$ cat src/rtl/mc_control_fsm.sv
// Multi-cycle MIPS-style control FSM: sequences fetch, decode, memory, ALU and
// jump phases, with a per-access memory wait timeout and sticky error flags.
module mc_control_fsm #(
  parameter int MEM_TIMEOUT = 16,
  parameter int ALU_CTRL_W  = 4
) (
  input  logic                  clk_i,
  input  logic                  rst_ni,
  input  logic [5:0]            op_i,
  input  logic [5:0]            funct_i,
  input  logic                  zero_i,
  input  logic                  mem_ready_i,
  output logic                  mem_req_o,
  output logic                  mem_we_o,
  output logic                  i_or_d_o,
  output logic                  ir_write_o,
  output logic                  pc_write_o,
  output logic [1:0]            pc_src_o,
  output logic                  alu_src_a_o,
  output logic [1:0]            alu_src_b_o,
  output logic [ALU_CTRL_W-1:0] alu_control_o,
  output logic                  reg_write_o,
  output logic                  reg_dst_o,
  output logic                  mem_to_reg_o,
  output logic                  sign_o,
  output logic                  link_o,
  output logic                  illegal_o,
  output logic                  bus_err_o
);

  localparam int CW = (MEM_TIMEOUT > 0) ? $clog2(MEM_TIMEOUT + 1) : 1;

  localparam logic [5:0] OP_R    = 6'b000000;
  localparam logic [5:0] OP_J    = 6'b000010;
  localparam logic [5:0] OP_JAL  = 6'b000011;
  localparam logic [5:0] OP_BEQ  = 6'b000100;
  localparam logic [5:0] OP_BNE  = 6'b000101;
  localparam logic [5:0] OP_ADDI = 6'b001000;
  localparam logic [5:0] OP_SLTI = 6'b001010;
  localparam logic [5:0] OP_ANDI = 6'b001100;
  localparam logic [5:0] OP_ORI  = 6'b001101;
  localparam logic [5:0] OP_LW   = 6'b100011;
  localparam logic [5:0] OP_SW   = 6'b101011;

  localparam logic [5:0] F_SLL = 6'b000000;
  localparam logic [5:0] F_SRL = 6'b000010;
  localparam logic [5:0] F_SRA = 6'b000011;
  localparam logic [5:0] F_JR  = 6'b001000;
  localparam logic [5:0] F_ADD = 6'b100000;
  localparam logic [5:0] F_SUB = 6'b100010;
  localparam logic [5:0] F_AND = 6'b100100;
  localparam logic [5:0] F_OR  = 6'b100101;
  localparam logic [5:0] F_SLT = 6'b101010;

  localparam logic [ALU_CTRL_W-1:0] ALU_AND = ALU_CTRL_W'(0);
  localparam logic [ALU_CTRL_W-1:0] ALU_OR  = ALU_CTRL_W'(1);
  localparam logic [ALU_CTRL_W-1:0] ALU_ADD = ALU_CTRL_W'(2);
  localparam logic [ALU_CTRL_W-1:0] ALU_SLL = ALU_CTRL_W'(3);
  localparam logic [ALU_CTRL_W-1:0] ALU_SUB = ALU_CTRL_W'(6);
  localparam logic [ALU_CTRL_W-1:0] ALU_SLT = ALU_CTRL_W'(7);
  localparam logic [ALU_CTRL_W-1:0] ALU_SRL = ALU_CTRL_W'(8);
  localparam logic [ALU_CTRL_W-1:0] ALU_SRA = ALU_CTRL_W'(9);

  typedef enum logic [3:0] {
    S_FETCH, S_DECODE, S_MEMADR, S_MEMRD, S_MEMWB, S_MEMWR, S_EXEC, S_ALUWB,
    S_IMMEX, S_IMMWB, S_BRANCH, S_JUMP, S_JREG, S_JLINK, S_ERROR
  } state_e;

  // Registered Moore outputs; fetch/branch/bne qualify the input-gated strobes.
  typedef struct packed {
    logic                  mem_req;
    logic                  mem_we;
    logic                  i_or_d;
    logic                  pc_write;
    logic                  fetch;
    logic                  branch;
    logic                  bne;
    logic [1:0]            pc_src;
    logic                  src_a;
    logic [1:0]            src_b;
    logic [ALU_CTRL_W-1:0] alu;
    logic                  reg_write;
    logic                  reg_dst;
    logic                  mem_to_reg;
    logic                  sign;
    logic                  link;
  } ctl_t;

  function automatic logic funct_ok(input logic [5:0] f);
    case (f)
      F_SLL, F_SRL, F_SRA, F_ADD, F_SUB, F_AND, F_OR, F_SLT: return 1'b1;
      default:                                              return 1'b0;
    endcase
  endfunction

  function automatic logic [ALU_CTRL_W-1:0] funct_alu(input logic [5:0] f);
    case (f)
      F_SLL:   return ALU_SLL;
      F_SRL:   return ALU_SRL;
      F_SRA:   return ALU_SRA;
      F_ADD:   return ALU_ADD;
      F_SUB:   return ALU_SUB;
      F_OR:    return ALU_OR;
      F_SLT:   return ALU_SLT;
      default: return ALU_AND;
    endcase
  endfunction

  function automatic logic [ALU_CTRL_W-1:0] imm_alu(input logic [5:0] op);
    case (op)
      OP_ADDI: return ALU_ADD;
      OP_SLTI: return ALU_SLT;
      OP_ORI:  return ALU_OR;
      default: return ALU_AND;
    endcase
  endfunction

  function automatic ctl_t moore(input state_e s, input logic [5:0] op,
                                 input logic [5:0] f);
    ctl_t c;
    c = '0;
    case (s)
      S_FETCH:  begin c.mem_req = 1'b1; c.fetch = 1'b1; c.src_b = 2'b01; c.alu = ALU_ADD; end
      S_DECODE: begin c.src_b = 2'b11; c.alu = ALU_ADD; c.sign = 1'b1; end
      S_MEMADR: begin c.src_a = 1'b1; c.src_b = 2'b10; c.alu = ALU_ADD; c.sign = 1'b1; end
      S_MEMRD:  begin c.mem_req = 1'b1; c.i_or_d = 1'b1; end
      S_MEMWR:  begin c.mem_req = 1'b1; c.mem_we = 1'b1; c.i_or_d = 1'b1; end
      S_MEMWB:  begin c.reg_write = 1'b1; c.mem_to_reg = 1'b1; end
      S_EXEC: begin
        c.src_a = 1'b1;
        c.alu   = funct_alu(f);
        c.sign  = (f == F_SLL) || (f == F_SRL) || (f == F_SRA);
      end
      S_ALUWB:  begin c.reg_write = 1'b1; c.reg_dst = 1'b1; end
      S_IMMEX: begin
        c.src_a = 1'b1;
        c.src_b = 2'b10;
        c.alu   = imm_alu(op);
        c.sign  = (op == OP_ADDI) || (op == OP_SLTI);
      end
      S_IMMWB:  c.reg_write = 1'b1;
      S_BRANCH: begin
        c.src_a  = 1'b1;
        c.alu    = ALU_SUB;
        c.pc_src = 2'b01;
        c.branch = 1'b1;
        c.bne    = (op == OP_BNE);
      end
      S_JUMP:   begin c.pc_src = 2'b10; c.pc_write = 1'b1; end
      S_JREG:   begin c.pc_src = 2'b11; c.pc_write = 1'b1; end
      S_JLINK:  begin c.pc_src = 2'b10; c.pc_write = 1'b1; c.reg_write = 1'b1; c.link = 1'b1; end
      default:  c = '0;
    endcase
    return c;
  endfunction

  state_e        state_q, state_d;
  ctl_t          ctl_q;
  logic [CW-1:0] cnt_q, cnt_d;
  logic [5:0]    op_q, op_d, funct_q, funct_d;
  logic          illegal_q, bus_err_q;
  logic          illegal_set, timeout, mem_wait;

  always_comb begin
    state_d     = state_q;
    op_d        = op_q;
    funct_d     = funct_q;
    illegal_set = 1'b0;
    mem_wait    = ctl_q.mem_req && !mem_ready_i;
    // Fires on the last permitted wait cycle; a same-cycle ready takes priority.
    timeout     = (MEM_TIMEOUT > 0) && mem_wait && (int'(cnt_q) >= MEM_TIMEOUT - 1);
    case (state_q)
      S_FETCH: begin
        if (mem_ready_i)  state_d = S_DECODE;
        else if (timeout) state_d = S_ERROR;
      end
      S_DECODE: begin
        op_d    = op_i;
        funct_d = funct_i;
        case (op_i)
          OP_LW, OP_SW:                      state_d = S_MEMADR;
          OP_R:                              state_d = (funct_i == F_JR) ? S_JREG : S_EXEC;
          OP_BEQ, OP_BNE:                    state_d = S_BRANCH;
          OP_ADDI, OP_SLTI, OP_ANDI, OP_ORI: state_d = S_IMMEX;
          OP_J:                              state_d = S_JUMP;
          OP_JAL:                            state_d = S_JLINK;
          default: begin
            state_d     = S_ERROR;
            illegal_set = 1'b1;
          end
        endcase
      end
      S_MEMADR: state_d = (op_q == OP_SW) ? S_MEMWR : S_MEMRD;
      S_MEMRD: begin
        if (mem_ready_i)  state_d = S_MEMWB;
        else if (timeout) state_d = S_ERROR;
      end
      S_MEMWR: begin
        if (mem_ready_i)  state_d = S_FETCH;
        else if (timeout) state_d = S_ERROR;
      end
      S_EXEC: begin
        if (funct_ok(funct_q)) begin
          state_d = S_ALUWB;
        end else begin
          state_d     = S_ERROR;
          illegal_set = 1'b1;
        end
      end
      S_IMMEX:  state_d = S_IMMWB;
      S_MEMWB, S_ALUWB, S_IMMWB, S_BRANCH, S_JUMP, S_JREG, S_JLINK: state_d = S_FETCH;
      default:  state_d = S_ERROR;
    endcase

    if ((state_d != state_q) &&
        (state_d == S_FETCH || state_d == S_MEMRD || state_d == S_MEMWR))
      cnt_d = '0;
    else if (mem_wait && (cnt_q != {CW{1'b1}}))
      cnt_d = cnt_q + CW'(1);
    else
      cnt_d = cnt_q;
  end

  always_ff @(posedge clk_i or negedge rst_ni) begin
    if (!rst_ni) begin
      state_q   <= S_FETCH;
      ctl_q     <= moore(S_FETCH, 6'd0, 6'd0);
      cnt_q     <= '0;
      op_q      <= '0;
      funct_q   <= '0;
      illegal_q <= 1'b0;
      bus_err_q <= 1'b0;
    end else begin
      state_q   <= state_d;
      ctl_q     <= moore(state_d, op_d, funct_d);
      cnt_q     <= cnt_d;
      op_q      <= op_d;
      funct_q   <= funct_d;
      illegal_q <= illegal_q | illegal_set;
      bus_err_q <= bus_err_q | timeout;
    end
  end

  assign mem_req_o     = ctl_q.mem_req;
  assign mem_we_o      = ctl_q.mem_we;
  assign i_or_d_o      = ctl_q.i_or_d;
  assign ir_write_o    = ctl_q.fetch & mem_ready_i;
  assign pc_write_o    = ctl_q.pc_write | (ctl_q.fetch & mem_ready_i) |
                         (ctl_q.branch & (zero_i ^ ctl_q.bne));
  assign pc_src_o      = ctl_q.pc_src;
  assign alu_src_a_o   = ctl_q.src_a;
  assign alu_src_b_o   = ctl_q.src_b;
  assign alu_control_o = ctl_q.alu;
  assign reg_write_o   = ctl_q.reg_write;
  assign reg_dst_o     = ctl_q.reg_dst;
  assign mem_to_reg_o  = ctl_q.mem_to_reg;
  assign sign_o        = ctl_q.sign;
  assign link_o        = ctl_q.link;
  assign illegal_o     = illegal_q;
  assign bus_err_o     = bus_err_q;

endmodule

$ cat config.mk
export PLATFORM = sky130hd
export DESIGN_NAME = mc_control_fsm
export DESIGN_NICKNAME = d
export VERILOG_FILES = /design/src/rtl/mc_control_fsm.sv
export SDC_FILE = /design/constraint.sdc
export NUM_CORES = 1
export LEC_CHECK = 0
export ABC_CLOCK_PERIOD_IN_PS = 3750
export BUFFER_PORTS_ARGS = -buffer_cell sky130_fd_sc_hd__buf_4
export CAP_MARGIN = 15
export CORE_MARGIN = 2
export CORE_UTILIZATION = 55
export DETAILED_ROUTE_END_ITERATION = 8
export GPL_ROUTABILITY_DRIVEN = 0
export PLACE_DENSITY_LB_ADDON = 0.05
export SLEW_MARGIN = 20
export SYNTH_ARGS = -nofsm -noshare
export SYNTH_HDL_FRONTEND = slang
export SYNTH_SLANG_ARGS = --single-unit
$ cat constraint.sdc
create_clock -name clk_i -period 3.75 [get_ports clk_i]
set_clock_uncertainty 0.2 [all_clocks]
set_input_delay 0.75 -clock clk_i [delete_from_list [all_inputs] [get_ports clk_i]]
set_output_delay 0.75 -clock clk_i [all_outputs]
set_load 0.005 [all_outputs]
* After elaboration in Yosys (flattened, before gate mapping) *
Index checks and enable logic that the tools add are counted.

word-level totals
  register bits = 44
  output and inout bits = 21
  input port bits = 16

cells by class
  multiplexer cells = 35
  eq/ne operators = 57
  bitwise gates (word level) = 7
  add/sub/neg operators = 1
  reductions and logical operators = 31
  magnitude comparators = 1

operators with widths
  operator                                                                number
  6-bit equality test (second input constant)                             12
  4-bit equality test (second input constant)                             12
  6-bit by 4-bit equality test with 1-bit output (second input constant)  8
  6-bit by 2-bit equality test with 1-bit output (second input constant)  6
  4-bit by 3-bit equality test with 1-bit output (second input constant)  8
  4-bit case mux with 8 select lines                                      1
  4-bit case mux with 7 select lines                                      1
  4-bit 2-to-1 mux                                                        6
  4-bit case mux with 6 select lines                                      1
  6-bit by 3-bit equality test with 1-bit output (second input constant)  3
  6-bit zero test                                                         3
  4-bit by 2-bit equality test with 1-bit output (second input constant)  4
  4-bit case mux with 4 select lines                                      1
  1-bit 2-to-1 mux                                                        14
  6-bit 2-to-1 mux                                                        2
  2-bit case mux with 3 select lines                                      2
  2-bit OR reduction                                                      6
  4-bit OR reduction                                                      3
  11-bit OR reduction                                                     1
  5-bit 2-to-1 mux                                                        2
  3-bit case mux with 3 select lines                                      1
  3-bit OR reduction                                                      3
  4-bit by 1-bit equality test with 1-bit output (second input constant)  2
  4-bit zero test                                                         2
  other kinds (17)                                                        28

* Logic depth before layout (Yosys ltp) *
  depth in word-level cells = 11
  mapped depth = 12
  mapped depth without buffers = 11

* Least setup slack after synthesis *
No wires, ideal clock.

  kind = input to register
  start point = input funct_i[0]
  end point = register cnt_q[4]
  data required time = 3.404 ns
  cell stages on the path = 8
  data arrival time = 2.608 ns
  setup slack = 0.796 ns
  path through = or4b_1 -> o311a_1 -> o31ai_2 -> and4_1 -> buf_6 -> a21oi_1 -> a211oi_4 -> a221oi_2

on the way
  word-level cells in the longest chain between the ends = 9
  elaborated cells between the ends (all ways) = 13
  classes of those cells = eq/ne (4); mux (4); reduce/logical (5)

ends and longest elaborated chain
  element                                                                                   line  source
  from (decl)                                                                               10    input logic [5:0] funct_i,
  6-bit by 4-bit equality test with 1-bit output (*)                                        182   OP_R: state_d = (funct_i == F_JR) ? S_JREG : S_EXEC;
  4-bit 2-to-1 mux (*)                                                                      182
  4-bit case mux with 6 select lines (*)                                                    180   case (op_i)
  4-bit case mux with 8 select lines (*)                                                    172   case (state_q)
  4-bit by 2-bit equality test with 1-bit output / 4-bit zero test (equally long branches)  216   (state_d == S_FETCH || state_d == S_MEMRD || state_d == S_MEMWR))
  1-bit logical OR (2 in a row)                                                             216
  1-bit logical AND (*)                                                                     215   if ((state_d != state_q) &&
  5-bit 2-to-1 mux / 2-bit nonzero test (equally long branches)                             -
  to (signal assigned)                                                                      236   cnt_q <= cnt_d;
  to (decl)                                                                                 159   logic [CW-1:0] cnt_q, cnt_d;

Every way passes the cells marked *; elsewhere a longest branch is shown, timed or not.
A chain may end at the register's enable or synchronous reset.

* Worst setup path after layout *
  start point = register cnt_q[0]
  end point = register cnt_q[4]

on the way
  word-level cells in the longest chain between the ends = 10
  elaborated cells between the ends (all ways) = 20
  classes of those cells = add/sub (1); order compare (1); eq/ne (4); mux (7); reduce/logical (7)

ends and longest elaborated chain
  element                                                                                   line           source
  5-bit by 4-bit greater-or-equal comparator with 1-bit output                              171            timeout = (MEM_TIMEOUT > 0) && mem_wait && (int'(cnt_q) >= MEM_TIMEOUT - 1);
  1-bit logical AND                                                                         171
  4-bit 2-to-1 mux                                                                          175, 196, 200
  4-bit 2-to-1 mux, on equally long branches                                                199, 174, 195
  4-bit case mux with 8 select lines                                                        172
  4-bit by 2-bit equality test with 1-bit output / 4-bit zero test (equally long branches)  216
  1-bit logical OR (2 in a row)                                                             216
  1-bit logical AND                                                                         215
  5-bit 2-to-1 mux / 2-bit nonzero test (equally long branches)                             -

Parallel ways exist; a longest one is shown, timed or not. The select of a mux whose other input is x is not followed.

==> results.yml <==
run_status:
  run_status: "finished clean"
sta:
  grt_setup_unrepaired: "no"
  tns_ps: 0
  finalSetupViolCount: 0
  worst_slew_pin_slew_ps: 636
  slew_headroom_pct: 57.2
  period_share_pct: 83.2
  crit_path_time_final_ps: 3120
  hold-worst-slack_ps: 227
  maxClockFrequency_ghz: 0.320
  hold_viol: 0
  slew_violations: 0
synthesis:
  synth_warnings: 0
  postSynthRegisterBits: 44
  sequential_share_of_the_synthesized_area_pct: 44.8
  avgSynthCellArea_um2: 9.96
  synthDominantCellAreaShare_pct: 40.5
  yosys_top_cell_by_area: "sky130_fd_sc_hd__dfrtp_1"
  most_frequently_used_flop_master_after_synthesis: "sky130_fd_sc_hd__dfrtp_1"
  number_of_enable_type_register_cells_in_the_synthesized_netlist: 0
  syn-cell-area_um2: 2470
  synthArstFlopShare_pct: 100
  synthesis.nets: 267
  synth_top_cells_by_area: "sky130_fd_sc_hd__dfrtp_1 (41%), sky130_fd_sc_hd__dfstp_2 (4.3%), sky130_fd_sc_hd__mux2_2 (3.6%), sky130_fd_sc_hd__nor2_1 (3.2%), sky130_fd_sc_hd__buf_4 (2.7%)"
  post_synth_num_cell_types: 59
  synthesis.instances: 248
layout:
  design_area_um2: 2800
  antenna_cells: 0
  final_common_cell: "sky130_fd_sc_hd__buf_4"
  nNetsFinal: 295
  filler_cell_count: 377
  layout_common_cells: "sky130_fd_sc_hd__buf_4 (41), sky130_fd_sc_hd__dfrtp_1 (40), sky130_fd_sc_hd__nor2_1 (21)"
  drive_above_1_share_pct: 25.4
  layout-area-overhead-vs-synth_pct: 13.3
  multiInputGateArea_um2: 1200
  layout.area.seq_um2: 1110
clocking:
  cts_htree_levels: 2
  numCtsBuffers: 5
  hold_buffers: 0
  clk-insertion-delay-late_ps: 290
  cts.sinks: 44
  cts-resized-gates: 0
  clk_pin_slew_worst_paths_ps: 80
  postCtsSetupRepairBufs: 0
  cts_root_buffer: "sky130_fd_sc_hd__clkbuf_8"
  cts_tree: "built"
  clock_path_buffers: 2
global_route:
  grt_first_pass_wirelength_um: 8650
  grt-ovfl-total: 0
  grt_pass1_vias: 1844
  largest_net_degree_at_the_start_of_global_routing: 45
  antenna_found_initial: 0
  grt_use_total_pct: 21.8
pwr:
  total_power_uw: 789
  cellPowerDensity_nw_per_um2: 282
  power.static_leakage_nw: 1.28
  vdd_drop_max_mv: 0.178
critical_path:
  critPathLaunch: "cnt_q[0]"
  timing.critical_path.fanout_max: 19
  worst-setup-path-type: "reg -> reg"
  worst-endpoint-required_ps: 3760
  critical_path.endpoint_type: "flip-flop"
  crit_path_start_kind: "flip-flop"
  regToRegStartpoint: "cnt_q[0]"
  critical_path_arrival_ps: 3130
flow_run:
  cap_violations: 0
floorplan:
  die_height_um: 71.0
  core_area_um2: 4350
  io-pin-count: 37
  num_rows: 24
  die_width_um: 71.0
  floorplan.die_area_um2: 5050
  floorplan.initialDensity_pct: 56.8
detailed_routing:
  detailedRoute.firstIterationViolations: 83
  total_wirelength_of_the_detailed_routed_design_um: 4940
  drcViolationCount: 0
  routed_via_density: 5.74
  routed_wire_length_per_instance_um: 15.1
  routed-via-count: 1883
  pre_repair_dr_iteration_count: 4
  final_antenna_net_count: 0
min_path:
  hold_class: "in -> async"
placed_design:
  port_buffers: 36
  dp_hpwl_um: 3590
  post_dp_cell_area_um2: 2720
power by group:
group | internal [mW] | leakage [nW] | switching, mW | total [mW]
logic | 0.0138 | 0.656 | 0.0196 | 0.0334
clock network | 0.126 | 0.0400 | 0.155 | 0.281
registers | 0.474 | 0.579 | 0 | 0.474
sequential cells by signal, summed over array words and instances (netlist names), 2 cells and up:
register       flops
state_q            4
ctl_q              4
op_q               6
alu_control_o      4
cnt_q              5
funct_q            6
alu_src_b_o        2
pc_src_o           2
critical path: stages (launching register included):
cell                        delay [ps]
sky130_fd_sc_hd__dfrtp_1           430
sky130_fd_sc_hd__ha_1              190
sky130_fd_sc_hd__and3_1            190
sky130_fd_sc_hd__ha_1              150
sky130_fd_sc_hd__nor2_1             40
sky130_fd_sc_hd__a21oi_1           390
sky130_fd_sc_hd__nor3_1             90
sky130_fd_sc_hd__a211o_1           530
sky130_fd_sc_hd__xnor2_1           240
sky130_fd_sc_hd__o2111ai_1         260
sky130_fd_sc_hd__a221oi_2          330
routing by layer:
metal,vias to the layer above,part of all wire [%],wire length (um),track usage [%]
li1,944,-,-,-
met1,895,46,2270,30.0
met2,36,49,2430,34.5
met3,8,3.5,171,5.13
met4,0,1.3,64,7.13
met5,-,0,0,0
area by class of cell:
type | instances | area share (%)
clock buffer | 5 | 2.46
clock inverter | 2 | 0.447
inverter | 10 | 1.34
multi-input combinational | 174 | 42.9
sequential | 44 | 39.5
tap | 52 | 2.32
timing repair buffer | 41 | 11.0
path summary, 6_finish.rpt:
check                                      end  slack [ps]  depth (start not counted)
worst max-delay path                  cnt_q[4]         630                         10
worst max register to register        cnt_q[4]         630                         10
worst min-delay path                 bus_err_o         230                          1
worst min register to register       bus_err_o         270                          1
min in group clk_i                   bus_err_o         270                          1
max in group asynchronous       alu_src_b_o[0]        2730                          1
cell families (layout without fill, tap and decap cells):
family / count (synthesis) / in the layout / share of synthesized area, %
and+or+nand+nor: 96 / 96 / 22.2
AOI/OAI and AO/OA: 50 / 50 / 14.2
DFF: 44 / 44 / 44.8
buffers and inverters: 30 / 58 / 6.63
muxes: 14 / 14 / 6.08
xor gates and xnor gates: 11 / 11 / 4.66
adders and majority gates: 3 / 3 / 1.52
stage by stage:
step / setup WS (ps) / cells / util, %
2_1_floorplan: 796 / 248 / -
3_5_place_dp: 426 / 321 / 62.4
4_1_cts: 591 / 328 / 64.3
3_3_place_gp: 470 / 321 / 62.4
5_1_grt: 416 / 328 / 64.3
6_report: 629 / 328 / 64.3
Yosys cell counts (all sizes together) (5+ instances only):
master	n
buf	18
mux2i	6
o21ai	10
xor2	5
dfrtp	40
xnor2	6
nor3	10
nand3	10
nor4	5
nor2	21
inv	10
nor3b	5
nand2	15
a21oi	12
mux2	8
(Power assumes the default switching activity.)
